<file path="src/rtl/mpi_eth_pkg.sv">
// Shared MPI-over-Ethernet definitions: descriptor layout and header word map.
// Used by the header inserter, the downstream parser and bin_stream.
package mpi_eth_pkg;

    localparam int HDR_WORDS = 4;
    localparam int DATA_W    = 64;
    localparam int KEEP_W    = 8;
    localparam int MAC_W     = 48;
    localparam int IP_W      = 32;
    localparam int DRANK_W   = 16;
    localparam int SRANK_W   = 8;
    localparam int TYPE_W    = 8;
    localparam int TAG_W     = 8;
    localparam int SIZE_W    = 32;

    localparam logic [TYPE_W-1:0] PT_EAGER      = 8'h00;
    localparam logic [TYPE_W-1:0] PT_RNDZV_INIT = 8'h01;
    localparam logic [TYPE_W-1:0] PT_RNDZV_DATA = 8'h02;
    localparam logic [TYPE_W-1:0] PT_BARRIER    = 8'h03;

    typedef struct packed {
        logic [MAC_W-1:0]   mac_dst;
        logic [MAC_W-1:0]   mac_src;
        logic [IP_W-1:0]    ip_dst;
        logic [IP_W-1:0]    ip_src;
        logic [DRANK_W-1:0] dst_rank;
        logic [SRANK_W-1:0] src_rank;
        logic [TYPE_W-1:0]  packet_type;
        logic [TAG_W-1:0]   tag;
        logic [SIZE_W-1:0]  size;
        logic               last;
    } mpi_hdr_t;

    function automatic logic [DATA_W-1:0] hdr_word(input mpi_hdr_t h,
                                                   input logic [1:0] idx);
        logic [DATA_W-1:0] w;
        case (idx)
            2'd0:    w = {h.mac_dst, h.mac_src[47:32]};
            2'd1:    w = {h.mac_src[31:0], h.ip_src};
            2'd2:    w = {h.ip_dst, h.dst_rank, h.src_rank, h.packet_type};
            default: w = {h.size, h.tag, 24'h0};
        endcase
        return w;
    endfunction

endpackage

</file>
<file path="src/rtl/axis_out_reg.sv">
// Single-entry stream output register; contents hold while the sink stalls.
// Loads whenever the slot is empty or being drained this cycle.
module axis_out_reg
    import mpi_eth_pkg::*;
(
    input  logic              clk,
    input  logic              reset,
    input  logic              in_valid,
    input  logic [DATA_W-1:0] in_data,
    input  logic [KEEP_W-1:0] in_keep,
    input  logic              in_last,
    output logic              in_ready,
    output logic              m_valid,
    output logic [DATA_W-1:0] m_data,
    output logic [KEEP_W-1:0] m_keep,
    output logic              m_last,
    input  logic              m_ready
);

    logic              valid_q, valid_d;
    logic [DATA_W-1:0] data_q, data_d;
    logic [KEEP_W-1:0] keep_q, keep_d;
    logic              last_q, last_d;

    assign in_ready = !valid_q || m_ready;

    always_comb begin
        valid_d = valid_q;
        data_d  = data_q;
        keep_d  = keep_q;
        last_d  = last_q;
        if (in_ready) begin
            valid_d = in_valid;
            if (in_valid) begin
                data_d = in_data;
                keep_d = in_keep;
                last_d = in_last;
            end
        end
    end

    always_ff @(posedge clk or posedge reset) begin
        if (reset) begin
            valid_q <= 1'b0;
            data_q  <= '0;
            keep_q  <= '0;
            last_q  <= 1'b0;
        end else begin
            valid_q <= valid_d;
            data_q  <= data_d;
            keep_q  <= keep_d;
            last_q  <= last_d;
        end
    end

    assign m_valid = valid_q;
    assign m_data  = data_q;
    assign m_keep  = keep_q;
    assign m_last  = last_q;

endmodule

</file>
<file path="src/rtl/mpi_eth_hdr_insert.sv">
// Prepends four MPI/Ethernet header words to a 64-bit payload stream.
// One descriptor per packet; output is a single register stage.
module mpi_eth_hdr_insert
    import mpi_eth_pkg::*;
#(
    parameter int PKT_CNT_W = 32
) (
    input  logic                 clk,
    input  logic                 reset,
    input  logic                 hdr_valid,
    output logic                 hdr_ready,
    input  logic [MAC_W-1:0]     mac_dst,
    input  logic [MAC_W-1:0]     mac_src,
    input  logic [IP_W-1:0]      ip_dst,
    input  logic [IP_W-1:0]      ip_src,
    input  logic [DRANK_W-1:0]   dst_rank,
    input  logic [SRANK_W-1:0]   src_rank,
    input  logic [TYPE_W-1:0]    packet_type,
    input  logic [TAG_W-1:0]     tag,
    input  logic [SIZE_W-1:0]    size,
    input  logic                 hdr_last,
    input  logic [DATA_W-1:0]    s_data,
    input  logic [KEEP_W-1:0]    s_keep,
    input  logic                 s_last,
    input  logic                 s_valid,
    output logic                 s_ready,
    output logic [DATA_W-1:0]    m_data,
    output logic [KEEP_W-1:0]    m_keep,
    output logic                 m_last,
    output logic                 m_valid,
    input  logic                 m_ready,
    output logic [PKT_CNT_W-1:0] pkt_count
);

    typedef enum logic [1:0] {IDLE, HDR, PAY} state_t;

    state_t               state_q, state_d;
    mpi_hdr_t             hdr_q, hdr_d;
    logic [1:0]           hcnt_q, hcnt_d;
    logic [PKT_CNT_W-1:0] pkt_q, pkt_d;

    logic              out_valid;
    logic [DATA_W-1:0] out_data;
    logic [KEEP_W-1:0] out_keep;
    logic              out_last;
    logic              out_ready;

    always_comb begin
        state_d   = state_q;
        hdr_d     = hdr_q;
        hcnt_d    = hcnt_q;
        out_valid = 1'b0;
        out_data  = '0;
        out_keep  = '0;
        out_last  = 1'b0;
        s_ready   = 1'b0;
        hdr_ready = (state_q == IDLE);
        case (state_q)
            IDLE: begin
                if (hdr_valid) begin
                    hdr_d.mac_dst     = mac_dst;
                    hdr_d.mac_src     = mac_src;
                    hdr_d.ip_dst      = ip_dst;
                    hdr_d.ip_src      = ip_src;
                    hdr_d.dst_rank    = dst_rank;
                    hdr_d.src_rank    = src_rank;
                    hdr_d.packet_type = packet_type;
                    hdr_d.tag         = tag;
                    hdr_d.size        = size;
                    hdr_d.last        = hdr_last;
                    hcnt_d            = 2'd0;
                    state_d           = HDR;
                end
            end
            HDR: begin
                out_valid = 1'b1;
                out_data  = hdr_word(hdr_q, hcnt_q);
                out_keep  = '1;
                out_last  = (hcnt_q == 2'd3) && hdr_q.last;
                if (out_ready) begin
                    hcnt_d = hcnt_q + 2'd1;
                    if (hcnt_q == 2'd3) begin
                        state_d = hdr_q.last ? IDLE : PAY;
                    end
                end
            end
            PAY: begin
                s_ready   = out_ready;
                out_valid = s_valid;
                out_data  = s_data;
                out_keep  = s_keep;
                out_last  = s_last;
                if (s_valid && out_ready && s_last) begin
                    state_d = IDLE;
                end
            end
            default: state_d = IDLE;
        endcase
    end

    always_comb begin
        pkt_d = pkt_q;
        if (m_valid && m_ready && m_last) begin
            pkt_d = pkt_q + {{(PKT_CNT_W-1){1'b0}}, 1'b1};
        end
    end

    always_ff @(posedge clk or posedge reset) begin
        if (reset) begin
            state_q <= IDLE;
            hdr_q   <= '0;
            hcnt_q  <= 2'd0;
            pkt_q   <= '0;
        end else begin
            state_q <= state_d;
            hdr_q   <= hdr_d;
            hcnt_q  <= hcnt_d;
            pkt_q   <= pkt_d;
        end
    end

    assign pkt_count = pkt_q;

    axis_out_reg u_out (
        .clk      (clk),
        .reset    (reset),
        .in_valid (out_valid),
        .in_data  (out_data),
        .in_keep  (out_keep),
        .in_last  (out_last),
        .in_ready (out_ready),
        .m_valid  (m_valid),
        .m_data   (m_data),
        .m_keep   (m_keep),
        .m_last   (m_last),
        .m_ready  (m_ready)
    );

endmodule

</file>
<file path="config.mk">
export PLATFORM = sky130hd
export DESIGN_NAME = mpi_eth_hdr_insert
export DESIGN_NICKNAME = d
export VERILOG_FILES = /design/src/rtl/mpi_eth_pkg.sv /design/src/rtl/axis_out_reg.sv /design/src/rtl/mpi_eth_hdr_insert.sv
export SDC_FILE = /design/constraint.sdc
export NUM_CORES = 1
export LEC_CHECK = 0
export ABC_AREA = 0
export BUFFER_PORTS_ARGS = -buffer_cell sky130_fd_sc_hd__buf_2
export CAP_MARGIN = 30
export CORE_MARGIN = 5
export CORE_UTILIZATION = 45
export CTS_BUF_LIST = sky130_fd_sc_hd__clkbuf_4 sky130_fd_sc_hd__clkbuf_8
export DETAILED_ROUTE_END_ITERATION = 8
export GPL_TIMING_DRIVEN = 0
export PLACE_DENSITY = 0.77
export SETUP_SLACK_MARGIN = 0.4
export SYNTH_ARGS = -nofsm -noshare
export SYNTH_HDL_FRONTEND = slang
export SYNTH_HIERARCHICAL = 1
export SYNTH_SLANG_ARGS = --single-unit
</file>
<file path="constraint.sdc">
create_clock -name clk -period 26.6 [get_ports clk]
set_clock_uncertainty 0.2 [all_clocks]
set_input_delay 5.32 -clock clk [delete_from_list [all_inputs] [get_ports clk]]
set_output_delay 5.32 -clock clk [all_outputs]
set_load 0.005 [all_outputs]
</file>
== After elaboration in Yosys (flattened, before gate mapping) ==
Cells that the tools add are included.

* Equality and inequality tests: 9
* $add $sub $neg: 2
* Reduce and logical (&&, ||, !) cells: 14
* Mux-type cells: 15

{| class="wikitable"
|+ Operators by type and width
! operator !! count
|-
| 64-bit case mux with 3 select lines || 1
|-
| 64-bit case mux with 2 select lines || 1
|-
| 32-bit by 1-bit adder with 32-bit output, second input constant || 1
|-
| 8-bit case mux with 2 select lines || 1
|-
| 2-bit 2-to-1 mux || 7
|-
| 2-bit inequality test, second input constant || 4
|-
| 2-bit == test, second input constant || 3
|-
| 2-bit case mux with 3 select lines || 1
|-
| 1-bit logical AND || 5
|-
| 2-bit by 1-bit == test with 1-bit output, second input constant || 2
|-
| 2-bit zero test || 2
|-
| 1-bit case mux with 2 select lines || 2
|-
| 2-bit case mux with 2 select lines || 1
|-
| 2-bit AND reduction || 2
|-
| 4-bit AND reduction || 1
|-
| 3-bit AND reduction || 1
|-
| 2-bit by 1-bit adder with 2-bit output, second input constant || 1
|-
| 2-bit nonzero test || 1
|-
| 1-bit zero test || 1
|-
| 1-bit logical OR || 1
|-
| 1-bit 2-to-1 mux || 1
|}

* Bits in registers: 343
* Input port bits: 311
* Output and inout bits: 108
* Word-level logic and storage cells: 57

== Depth between registers and ports, before layout ==
* Depth after elaboration: 6
* Depth in mapped cells: 8
* Mapped depth without buffers: 6

== By module ==
The synthesis kept the hierarchy.

{| class="wikitable"
|+ By module, submodules not included
! module !! instances !! seq. area each (µm²) !! area each (µm²) !! cells an instance
|-
| mpi_eth_hdr_insert || 1 || 6,731.5 || 12,643.4 || 1,027
|-
| axis_out_reg || 1 || 1,851.8 || 3,050.4 || 158
|}

== Least setup slack after synthesis ==
OpenSTA, ideal clock, no wires.

* Path type: in2out
* Start: input m_ready
* End: output s_ready
* Cell stages on the path: 2
* Slack: 15.429 ns
* Path buffers: 0
* Arrival time: 5.651 ns
* Data required time: 21.080 ns
* Cells stage by stage: nand2b_4 -> and2_1

* Longest elaborated chain between the ends: 2

{| class="wikitable"
|+ RTL lines
! what !! RTL line !! source
|-
| from (decl) || mpi_eth_hdr_insert.sv:31 || <nowiki>input logic m_ready,</nowiki>
|-
| 1-bit logical OR || axis_out_reg.sv:25 || <nowiki>assign in_ready = !valid_q || m_ready;</nowiki>
|-
| 1-bit 2-to-1 mux || mpi_eth_hdr_insert.sv:58 || <nowiki>case (state_q)</nowiki>
|-
| to (decl) || mpi_eth_hdr_insert.sv:26 || <nowiki>output logic s_ready,</nowiki>
|}

No other way between the ends.

== Worst setup path after layout ==
* Start: input m_ready
* End: output s_ready

* Longest elaborated chain between the ends: 2

{| class="wikitable"
|+ RTL lines
! what !! RTL line !! source
|-
| 1-bit logical OR || axis_out_reg.sv:25 ||
|-
| named net out_ready || mpi_eth_hdr_insert.sv:46 || <nowiki>logic out_ready;</nowiki>
|-
| 1-bit 2-to-1 mux || mpi_eth_hdr_insert.sv:58 ||
|}

The timed path passes the listed nets, and every way through them passes these cells.

==> metrics.md <==
| Metric | Value |
|---|---|
| TNS Setup | `0 ns` |
| DR vias/cell | `roughly 5.6` |
| Max-cap violation count | `0` |
| Inserted Clock Buffers | `57` |
| CTS tree | `built` |
| Slew HR | `around two fifths` |
| Crit end category | `output port` |
| Drt pass-1 iters | `9` |
| Synthesized area | `~16,000 sq um` |
| Dpl hpwl | `between 40,000 and 50,000 um` |
| Initial antenna violation count | `32` |
| Design Area, Final | `19,860 sq um` |
| Die X | `196.8 um` |
| Cell variety after synth | `40` |
| Post-route ant nets | `0` |
| Worst path top cell family by delay | `simple AND/OR/NAND/NOR gates` |
| Fillers | `a little under 3,000` |
| WP buf/inv | `2` |
| Total number of vias | `approximately 12,000` |
| Main synth FF type | `dfrtp_1` |
| Slowest CP cell | `nand2b_4` |
| WHS | `between 0.2 and 0.3 ns` |
| Routed wire length per instance | `24.83 um` |
| Tmin final | `between 10 and 15 ns` |
| Max incr delay on CP | `0.19 ns` |
| First-pass GRT wire length | `79,300 um` |
| Max-slew violations | `0` |
| CTS clk-pin slew, worst paths | `0.06 ns` |
| I/O Pins | `roughly 420` |
| P&R area growth vs syn | `26.54%` |
| Total power per unit cell area | `about 120 nW/um^2` |
| Sink Count | `approximately 340` |
| Die height | `just under 200 um` |
| Most used cell, CP | `buf_2` |
| Final period utilization | `a little over two fifths` |
| CP cell instances | `buf_2 -> nand2b_4 -> and2_1 -> buf_2` |
| Overall global routing resource usage | `27.17%` |
| Placer Congestion | `~0.89` |
| Total gr overflow | `0` |
| Status | `finished, violations left` |
| I/O Buffers | `418` |
| Critical setup path kind | `in -> out` |
| Initial Utilization | `between 40 and 50%` |
| Post-synth EDFFs | `0` |
| Vias in the first global route | `between 10,000 and 15,000` |
| Remaining DRCs | `2` |
| Flops & latches, synth | `roughly 340` |
| Leak | `9.552 nW` |
| Syn Area/Cell | `about 13 sq um` |
| Post-synthesis cell count | `about 1,200` |
| Layout cells sized above 1 | `between 50% and 60%` |
| DP Area | `18,450 sq um` |
| Clock Latency Late Sink | `around 0.64 ns` |
| Leading cell type in the layout, fill and taps excluded | `buf_2` |
| Peak VDD IR | `slightly above 60 uV` |
| Syn. warnings | `6` |
| FMAX | `0.08729 GHz` |
| Longest Clk Path Bufs | `3` |
| Worst min-delay path class | `reg -> reg` |
| Net count, final | `slightly below 2,000` |
| Critical path required time | `about 21 ns` |
| Rows | `68` |
| Asr flop ratio synth | `between 90% and 100%` |
| Initial DRC count | `just under 1,000` |
| Slew @ Worst Pin | `0.8634 ns` |
| Post-Syn Nets | `1,505` |
| Violated checks | `design-rule violations` |
| Die area | `~39,000 sq um` |
| Most frequent cells in the layout | `buf_2, dfrtp_1, mux2_2` |
| Std-Cell Core Area | `around 34,000 sq um` |
| Post-CTS setup buffers | `0` |
| Hold_buf cts | `0` |
| Post-Route WL | `between 50,000 and 60,000 um` |
| CTS root buf | `clkbuf_8` |
| Final hold vios | `0` |
| H-tree depth | `2` |
| Arrival @ worst endpoint | `just under 6 ns` |
| RSZ-0062 raised after global routing | `no` |
| CP Max Fanout | `9` |
| Largest net degree at the start of global routing | `between 100 and 150` |
| Seq/Total Area, Yosys | `a little over half` |
| Post-CTS Resized | `0` |
| Final setup violation count | `0` |
| Startpoint types | `input port` |
flip-flops by register name, indices dropped and copies added, names as in the netlist:
name           count
hdr_q            233
u_out/m_last       1
pkt_count         32
hcnt_q             2
u_out/m_valid      1
u_out/m_keep       8
u_out/m_data      64
state_q            2
worst register-to-register path, delay by kind of cell, from the launching register on:
kind                     cells  cell delay, ns
buffers and inverters        3            0.89
flip-flops                   1            0.46
multiplexers                 1            0.26
adder cells (fa/ha/maj)      1            0.21
AO/OA/AOI/OAI                3            1.32
metal layers:
layer / routed length, um / track usage [%]
met1: 21440 / 35.06
met2: 25800 / 42.91
met3: 5117 / 8.308
met4: 1912 / 11.35
met5: 112 / 0
cell families after synthesis:
logic type | Yosys count | share of synthesized area [%]
buf+inv | 96 | 2.735
xor+xnor | 31 | 1.730
compound gates | 226 | 9.990
fa+ha+maj | 9 | 0.7175
simple gates | 173 | 6.434
flops | 343 | 54.69
mux | 307 | 23.70
layout make-up:
| class | count | area [sq um] | area share (%) |
|---|---|---|---|
| Sequential cell | 343 | 8583 | 43.22 |
| Multi-Input combinational cell | 746 | 6681 | 33.64 |
| Timing Repair Buffer | 421 | 2175 | 10.95 |
| Clock buffer | 90 | 1145 | 5.765 |
| Tap cell | 455 | 569.3 | 2.867 |
| Buffer | 86 | 391.6 | 1.972 |
| Clock inverter | 13 | 201.4 | 1.014 |
| Antenna cell | 26 | 65.06 | 0.3276 |
| Inverter | 10 | 47.55 | 0.2394 |
synthesized netlist by cell type (all sizes together), types with 8 or more instances:
library cell / number / area share (%)
clkbuf: 52 / 1.2
xnor2: 19 / 1.1
nor2b: 11 / 0.44
o21ai: 66 / 2.1
inv: 10 / 0.24
nand3: 16 / 0.51
and2: 66 / 2.6
a222oi: 64 / 4.1
o21a: 40 / 1.9
a21oi: 51 / 1.6
mux2: 307 / 24
nor4: 8 / 0.52
nand2: 39 / 0.98
nand4: 11 / 0.48
ha: 9 / 0.72
xor2: 12 / 0.67
dfrtp: 343 / 55
buf: 34 / 1.3
report_power, final:
group | switching, W | internal (W)
clock | 0.000219 | 0.000321
combinational | 0.000478 | 0.000425
sequential | 0.000123 | 0.000744
per-stage QoR:
step	total power, W	cells	utilization [%]	setup WS (ns)
detailed placement	0.001761	2061	53.54	15.15
global route	0.002428	2186	57.60	15.12
finish	0.002311	2190	57.63	15.14
CTS	0.002310	2164	57.44	15.15
floorplan	0.001424	1185	-	13.67
global placement	0.001730	2058	53.27	10.83
worst paths after layout:
check | slack (ns) | start | depth (start not counted) | end
max | 15.14 | m_ready | 4 | s_ready
min | 0.26 | pkt_count[31] | 1 | pkt_count[31]
max reg2reg | 23.18 | hcnt_q[0] | 8 | u_out/m_data[57]
min reg2reg | 0.26 | pkt_count[31] | 1 | pkt_count[31]
max in group asynchronous | 20.36 | reset | 4 | hdr_q[104]
min in group asynchronous | 4.42 | reset | 2 | pkt_count[3]
(Power assumes the default switching activity.)
